`src/rtl/raycast_pkg.sv`:
```
// Shared raycaster constants: screen geometry, col_data field
// slices, palette defaults and the column painter state encoding.
package raycast_pkg;

  localparam int SCREEN_WIDTH_DEF  = 320;
  localparam int SCREEN_HEIGHT_DEF = 180;

  localparam logic [7:0] CEIL_COLOR_DEF  = 8'h01;
  localparam logic [7:0] FLOOR_COLOR_DEF = 8'h02;

  localparam int COL_W   = 22;
  localparam int HC_MSB  = 21;
  localparam int HC_LSB  = 13;
  localparam int LH_MSB  = 12;
  localparam int LH_LSB  = 5;
  localparam int WT_BIT  = 4;
  localparam int MAP_MSB = 3;
  localparam int MAP_LSB = 0;

  localparam int HC_W  = HC_MSB - HC_LSB + 1;
  localparam int LH_W  = LH_MSB - LH_LSB + 1;
  localparam int MAP_W = MAP_MSB - MAP_LSB + 1;

  typedef enum logic [1:0] {
    IDLE,
    PAINT,
    DONE
  } painter_state_e;

  // Bit 4 picks the darker palette bank for Y-side wall hits.
  function automatic logic [7:0] wall_color(
    input logic             wt,
    input logic [MAP_W-1:0] map
  );
    return {3'b001, wt, map};
  endfunction

endpackage

```
`src/rtl/column_span_calc.sv`:
```
// Vertical wall span of one column from its projected line height:
// combinational limits for the load cycle, registered copies after.
module column_span_calc
  import raycast_pkg::*;
#(
  parameter int SCREEN_HEIGHT = SCREEN_HEIGHT_DEF,
  parameter int SW            = $clog2(SCREEN_HEIGHT + 1)
) (
  input  logic            clk_in,
  input  logic            rst_in,
  input  logic            load_in,
  input  logic [LH_W-1:0] line_height_in,
  output logic [SW-1:0]   start_c_out,
  output logic [SW-1:0]   end_c_out,
  output logic [SW-1:0]   start_out,
  output logic [SW-1:0]   end_out
);

  logic [15:0]   lh_w;
  logic [15:0]   h_w;
  logic [15:0]   lh_c;
  logic [15:0]   s_w;
  logic [15:0]   e_w;
  logic [SW-1:0] start_d, start_q;
  logic [SW-1:0] end_d, end_q;

  always_comb begin
    lh_w        = 16'(line_height_in);
    h_w         = 16'(SCREEN_HEIGHT);
    lh_c        = (lh_w > h_w) ? h_w : lh_w;
    s_w         = (h_w - lh_c) >> 1;
    e_w         = s_w + lh_c;
    start_c_out = SW'(s_w);
    end_c_out   = SW'(e_w);
  end

  always_comb begin
    start_d = start_q;
    end_d   = end_q;
    if (load_in) begin
      start_d = start_c_out;
      end_d   = end_c_out;
    end
  end

  always_ff @(posedge clk_in) begin
    if (rst_in) begin
      start_q <= '0;
      end_q   <= '0;
    end else begin
      start_q <= start_d;
      end_q   <= end_d;
    end
  end

  assign start_out = start_q;
  assign end_out   = end_q;

endmodule

```
`src/rtl/dda_column_painter.sv`:
```
// Paints one ray result per column into the framebuffer, one pixel per
// accepted write. Define SHADE_Y_WALL_EN to shade Y-side wall hits.
module dda_column_painter
  import raycast_pkg::*;
#(
  parameter int         SCREEN_WIDTH  = SCREEN_WIDTH_DEF,
  parameter int         SCREEN_HEIGHT = SCREEN_HEIGHT_DEF,
  parameter logic [7:0] CEIL_COLOR    = CEIL_COLOR_DEF,
  parameter logic [7:0] FLOOR_COLOR   = FLOOR_COLOR_DEF,
  localparam int        AW = $clog2(SCREEN_WIDTH * SCREEN_HEIGHT)
) (
  input  logic             pixel_clk_in,
  input  logic             rst_in,
  input  logic [COL_W-1:0] col_data_in,
  input  logic             col_valid_in,
  output logic             col_ready_out,
  input  logic             fb_ready_in,
  output logic [AW-1:0]    fb_addr_out,
  output logic [7:0]       fb_data_out,
  output logic             fb_we_out,
  output logic             fb_sel_out,
  output logic             column_done_out,
  output logic             frame_done_out,
  output logic             busy_out
);

  localparam int SW = $clog2(SCREEN_HEIGHT + 1);

  painter_state_e state_d, state_q;

  logic [HC_W-1:0] hcount_d, hcount_q;
  logic [7:0]      wall_d, wall_q;
  logic [SW-1:0]   vcount_d, vcount_q;
  logic [AW-1:0]   addr_d, addr_q;
  logic [7:0]      data_d, data_q;
  logic            we_d, we_q;
  logic            ready_d, ready_q;
  logic            busy_d, busy_q;
  logic            cdone_d, cdone_q;
  logic            fdone_d, fdone_q;
  logic            sel_d, sel_q;

  logic [HC_W-1:0]  hc_in;
  logic [LH_W-1:0]  lh_in;
  logic             wt_in;
  logic [MAP_W-1:0] map_in;
  logic [7:0]       wall_in;
  logic             accept;
  logic             wr_ok;
  logic [SW-1:0]    span_start_c, span_end_c;
  logic [SW-1:0]    span_start_q, span_end_q;

  assign hc_in  = col_data_in[HC_MSB:HC_LSB];
  assign lh_in  = col_data_in[LH_MSB:LH_LSB];
  assign wt_in  = col_data_in[WT_BIT];
  assign map_in = col_data_in[MAP_MSB:MAP_LSB];

`ifdef SHADE_Y_WALL_EN
  assign wall_in = wall_color(wt_in, map_in);
`else
  logic unused_wt;
  assign unused_wt = wt_in;
  assign wall_in   = wall_color(1'b0, map_in);
`endif

  assign accept = col_valid_in && ready_q;
  assign wr_ok  = we_q && fb_ready_in;

  column_span_calc #(
    .SCREEN_HEIGHT(SCREEN_HEIGHT),
    .SW           (SW)
  ) u_span (
    .clk_in        (pixel_clk_in),
    .rst_in        (rst_in),
    .load_in       (accept),
    .line_height_in(lh_in),
    .start_c_out   (span_start_c),
    .end_c_out     (span_end_c),
    .start_out     (span_start_q),
    .end_out       (span_end_q)
  );

  function automatic logic [7:0] pick_color(
    input logic [SW-1:0] v,
    input logic [SW-1:0] ds,
    input logic [SW-1:0] de,
    input logic [7:0]    wall
  );
    if (v < ds) return CEIL_COLOR;
    if (v < de) return wall;
    return FLOOR_COLOR;
  endfunction

  always_comb begin
    state_d  = state_q;
    hcount_d = hcount_q;
    wall_d   = wall_q;
    vcount_d = vcount_q;
    addr_d   = addr_q;
    data_d   = data_q;
    we_d     = we_q;
    ready_d  = ready_q;
    busy_d   = busy_q;
    sel_d    = sel_q;
    cdone_d  = 1'b0;
    fdone_d  = 1'b0;
    unique case (state_q)
      IDLE: begin
        ready_d = 1'b1;
        if (accept) begin
          ready_d  = 1'b0;
          hcount_d = hc_in;
          wall_d   = wall_in;
          vcount_d = '0;
          if (int'(hc_in) < SCREEN_WIDTH) begin
            state_d = PAINT;
            busy_d  = 1'b1;
            we_d    = 1'b1;
            addr_d  = AW'(hc_in);
            data_d  = pick_color('0, span_start_c,
                                 span_end_c, wall_in);
          end else begin
            // Off-screen column: report it done without painting.
            state_d = DONE;
            cdone_d = 1'b1;
          end
        end
      end
      PAINT: begin
        if (wr_ok) begin
          if (int'(vcount_q) == SCREEN_HEIGHT - 1) begin
            state_d = DONE;
            we_d    = 1'b0;
            busy_d  = 1'b0;
            cdone_d = 1'b1;
            if (int'(hcount_q) == SCREEN_WIDTH - 1) begin
              fdone_d = 1'b1;
              sel_d   = ~sel_q;
            end
          end else begin
            vcount_d = vcount_q + SW'(1);
            addr_d   = addr_q + AW'(SCREEN_WIDTH);
            data_d   = pick_color(vcount_q + SW'(1),
                                  span_start_q, span_end_q,
                                  wall_q);
          end
        end
      end
      DONE: begin
        state_d = IDLE;
        ready_d = 1'b1;
      end
      default: begin
        state_d = IDLE;
        we_d    = 1'b0;
        busy_d  = 1'b0;
        ready_d = 1'b0;
      end
    endcase
  end

  always_ff @(posedge pixel_clk_in) begin
    if (rst_in) begin
      state_q  <= IDLE;
      hcount_q <= '0;
      wall_q   <= '0;
      vcount_q <= '0;
      addr_q   <= '0;
      data_q   <= '0;
      we_q     <= 1'b0;
      ready_q  <= 1'b0;
      busy_q   <= 1'b0;
      cdone_q  <= 1'b0;
      fdone_q  <= 1'b0;
      sel_q    <= 1'b0;
    end else begin
      state_q  <= state_d;
      hcount_q <= hcount_d;
      wall_q   <= wall_d;
      vcount_q <= vcount_d;
      addr_q   <= addr_d;
      data_q   <= data_d;
      we_q     <= we_d;
      ready_q  <= ready_d;
      busy_q   <= busy_d;
      cdone_q  <= cdone_d;
      fdone_q  <= fdone_d;
      sel_q    <= sel_d;
    end
  end

  assign col_ready_out   = ready_q;
  assign fb_addr_out     = addr_q;
  assign fb_data_out     = data_q;
  assign fb_we_out       = we_q;
  assign fb_sel_out      = sel_q;
  assign column_done_out = cdone_q;
  assign frame_done_out  = fdone_q;
  assign busy_out        = busy_q;

endmodule

```
`config.mk`:
```
export PLATFORM = sky130hd
export DESIGN_NAME = dda_column_painter
export DESIGN_NICKNAME = d
export VERILOG_FILES = /design/src/rtl/raycast_pkg.sv /design/src/rtl/column_span_calc.sv /design/src/rtl/dda_column_painter.sv
export SDC_FILE = /design/constraint.sdc
export NUM_CORES = 1
export LEC_CHECK = 0
export ABC_CLOCK_PERIOD_IN_PS = 5200
export BUFFER_PORTS_ARGS = -buffer_cell sky130_fd_sc_hd__buf_4
export CAP_MARGIN = 15
export CORE_MARGIN = 4
export CORE_UTILIZATION = 50
export CTS_CLUSTER_DIAMETER = 150
export DETAILED_ROUTE_END_ITERATION = 12
export MAX_ROUTING_LAYER = met4
export PLACE_DENSITY_LB_ADDON = 0.25
export REMOVE_ABC_BUFFERS = 1
export SYNTH_ARGS = -nofsm -noshare
export SYNTH_HDL_FRONTEND = slang
export SYNTH_SLANG_ARGS = --single-unit
```
`constraint.sdc`:
```
create_clock -name pixel_clk_in -period 5.2 [get_ports pixel_clk_in]
set_clock_uncertainty 0.05 [all_clocks]
set_input_delay 0.78 -clock pixel_clk_in [delete_from_list [all_inputs] [get_ports pixel_clk_in]]
set_output_delay 0.78 -clock pixel_clk_in [all_outputs]
set_load 0.03 [all_outputs]
```
==> impl_metrics.ini <==
[run_status]
status = completed

[sta]
slew_viol_final = 0
hold_violations = 0
fin_hold_ws_ns = 0.4037
rsz0062_at_grt = false
fin_crit_sh_pct = 81.92
setup_viol = 0
tns_ns = 0
worst_slew_margin_rel_pct = 45.95
fin_ws_ns = 0.9400
fmax_ghz = 0.2347
min_period_ns = 4.260
tightestPinTransition_ns = 0.8054

[worst_hold_path]
hold_class = reg2reg
hold_depth = 2
min_to = hcount_q[4]
holdCritStartpoint = hcount_q[4]

[worst_setup_path]
cpPeakStageDelay_ns = 0.36
path_max_fanout = 8
start_kind = input pin
cp-end-kind = register
arrival_ns = 4.44
r2r-start = vcount_q[0]
rrSetupSlack_ns = 2.20
crit_required_ns = 5.38
cp_slowest_cell = ha_1
crit-reg2reg-capture = fb_data_out[1]
ff2ff_path_depth = 12
path_class = in2reg
path_cells = buf_4, o211a_4, o21ai_2, nand2_1, ha_1, a21o_2, a21oi_1, xnor2_1, inv_1, ha_1, o21a_1, or3_1, a221oi_1, nand2_1, mux2i_1, o221ai_2, o211ai_1, a21oi_1

[synth]
netlist_instances = 499
yosysWarnings = 0
synth_area_um2 = 3940
ys_types = 67
avgSynthCellArea_um2 = 7.896
ys_ff_latch = 66
async_reset_ff_share_pct = 0
synth_ff_type = dfxtp_1
yosysSeqAreaShare_pct = 33.53
synth-edff-count = 0

[clock_tree]
clk_latency_ns = 0.34
cts_sinks = 66
cts_tree = yes
cts.htree.levels = 3
ctsLongestPathBuffers = 2
cts_hold_buf = 0
post_cts_buffers = 0
cts_buffers = 9
cts-root-buf = clkbuf_8
clkTransAtPathRegs_ns = 0.08
ctsResizeCount = 0

[global_routing]
grt_max_degree = 58
grt-ovfl-total = 0
grt_pass1_vias = 3370
grt_pass1_wl_um = 15740
grt_use_total_pct = 20.63
antenna_found_initial = 0

[power]
vdd_drop_max_mv = 0.1955
power_w = 0.001334
p_leak_nw = 1.843
p_per_area_nw_per_um2 = 293.3

[finish]
nets = 584
post-route-util_pct = 59.16
diodes = 0
layout_common_cells = nand2_1, dfxtp_1, a21oi_1
area_delta_synth_final_pct = 15.43
drive_above_1_share_pct = 17.07
layout_commonest_cell = nand2_1

[floorplan]
die_area_um2 = 9364
fp-row-count = 32
dieHeight_um = 96.77
initial_core_util_pct = 51.25
core-area_um2 = 7687
io_pins = 56
die_w_um = 96.77

[detailed_routing]
drtAntennaViolNets = 0
dr.pass1.iters = 5
drc_errors = 0
num_vias = 3509
drt_iter0_drc = 152
viasPerCell = 5.474
wl_per_cell_um = 14.18
routed_wl_um = 9087

[place]
portBuffers = 51
hpwl_um = 6637
place_congestion = 0.8685
pre_cts_slack_ns = 0.6233

[run]
maxCapViolations = 0
## synth_stat cells (3+ instances only)
master / count / area share (%)
ha_1: 24 / 7.6
o31ai_1: 4 / 0.76
buf_1: 4 / 0.38
or3_1: 6 / 0.95
o21ai_0: 21 / 2.7
nor4b_1: 3 / 0.67
dfxtp_1: 66 / 34
nor3_1: 12 / 1.5
inv_1: 26 / 2.5
nand3_1: 25 / 3.2
xor2_1: 6 / 1.3
nand2b_1: 5 / 0.79
a31oi_1: 3 / 0.48
and3_1: 3 / 0.48
nand4_1: 5 / 0.79
buf_2: 7 / 0.89
a21oi_1: 63 / 8.0
nor2b_1: 5 / 0.79
buf_4: 6 / 1.1
o211ai_1: 3 / 0.57
buf_6: 3 / 0.86
mux2i_1: 3 / 0.76
o21a_1: 3 / 0.57
and2_1: 5 / 0.79
clkbuf_1: 11 / 1.0
nor2_1: 37 / 3.5
xnor2_1: 11 / 2.4
nand2_1: 73 / 7.0
a211oi_1: 10 / 1.9
## worst max-delay path: cells and delay by family
kind | cells | cell delay (ns)
simple gates | 3 | 0.52
compound gates | 9 | 1.86
buf+inv | 2 | 0.24
xor+xnor | 1 | 0.18
fa+ha+maj | 2 | 0.67
mux | 1 | 0.20
## per-stage QoR
stage          cell area, µm²  std cells
3_3_place_gp             4300        624
6_report                 4548        641
5_1_grt                  4548        641
2_1_floorplan            3777        470
3_5_place_dp             4300        624
4_1_cts                  4543        640
## logic make-up (layout without fill, tap and decap cells)
group                    count (synthesis)  count (layout)  share of synthesized area [%]
AO/OA/AOI/OAI                          136             136                          22.77
XOR/XNOR                                18              18                          4.192
adder cells (fa/ha/maj)                 24              24                          7.622
flip-flops                              66              66                          33.53
buffers and inverters                   57              95                          6.795
multiplexers                             3               3                         0.7622
other                                    1               3                        0.09518
AND/OR/NAND/NOR                        194             194                          24.23
## area by class of cell
class	count	area (µm²)
Clock buffer	10	127.6
Clock inverter	6	115.1
Fill cell	731	3139
Inverter	26	97.59
Multi-Input combinational cell	378	2364
Sequential cell	66	1321
Tap cell	102	127.6
Timing Repair Buffer	53	395.4
## worst max path at each step
| stage | startpoint | end | slack [ns] | depth (start not counted) |
|---|---|---|---|---|
| 5_1_grt | col_data_in[8] | fb_data_out[5] | 0.59 | 18 |
| 3_3_place_gp | col_data_in[8] | fb_data_out[2] | 0.66 | 18 |
| 4_1_cts | col_data_in[8] | fb_data_out[3] | 0.98 | 18 |
| 2_1_floorplan | col_data_in[8] | fb_data_out[2] | 1.18 | 17 |
| 6_report | col_data_in[8] | fb_data_out[3] | 0.94 | 18 |
| 3_5_place_dp | col_data_in[8] | fb_data_out[2] | 0.62 | 18 |
## routing by layer
metal,global-route usage (%),vias up,routed length (µm)
met5,-,-,0
met3,4.326,10,306
met1,25.15,1636,4273
li1,-,1806,-
met2,34.24,57,4404
met4,6.479,0,103
## power breakdown
group          switching, W  internal (W)  leakage, nW
sequential        0.0000143      0.000528        0.537
clock              0.000205      0.000320        0.117
combinational      0.000164      0.000102         1.19
total              0.000383      0.000950         1.84
## sequential cells by signal, summed over array words and instances, names as in the netlist
signal	count
column_done_out	1
fb_data_out	5
u_span.end_out	8
wall_q	5
vcount_q	8
hcount_q	9
u_span.start_out	8
fb_sel_out	1
col_ready_out	1
busy_out	1
fb_addr_out	16
frame_done_out	1
state_q	2
Power figures use the tool's default switching activity.
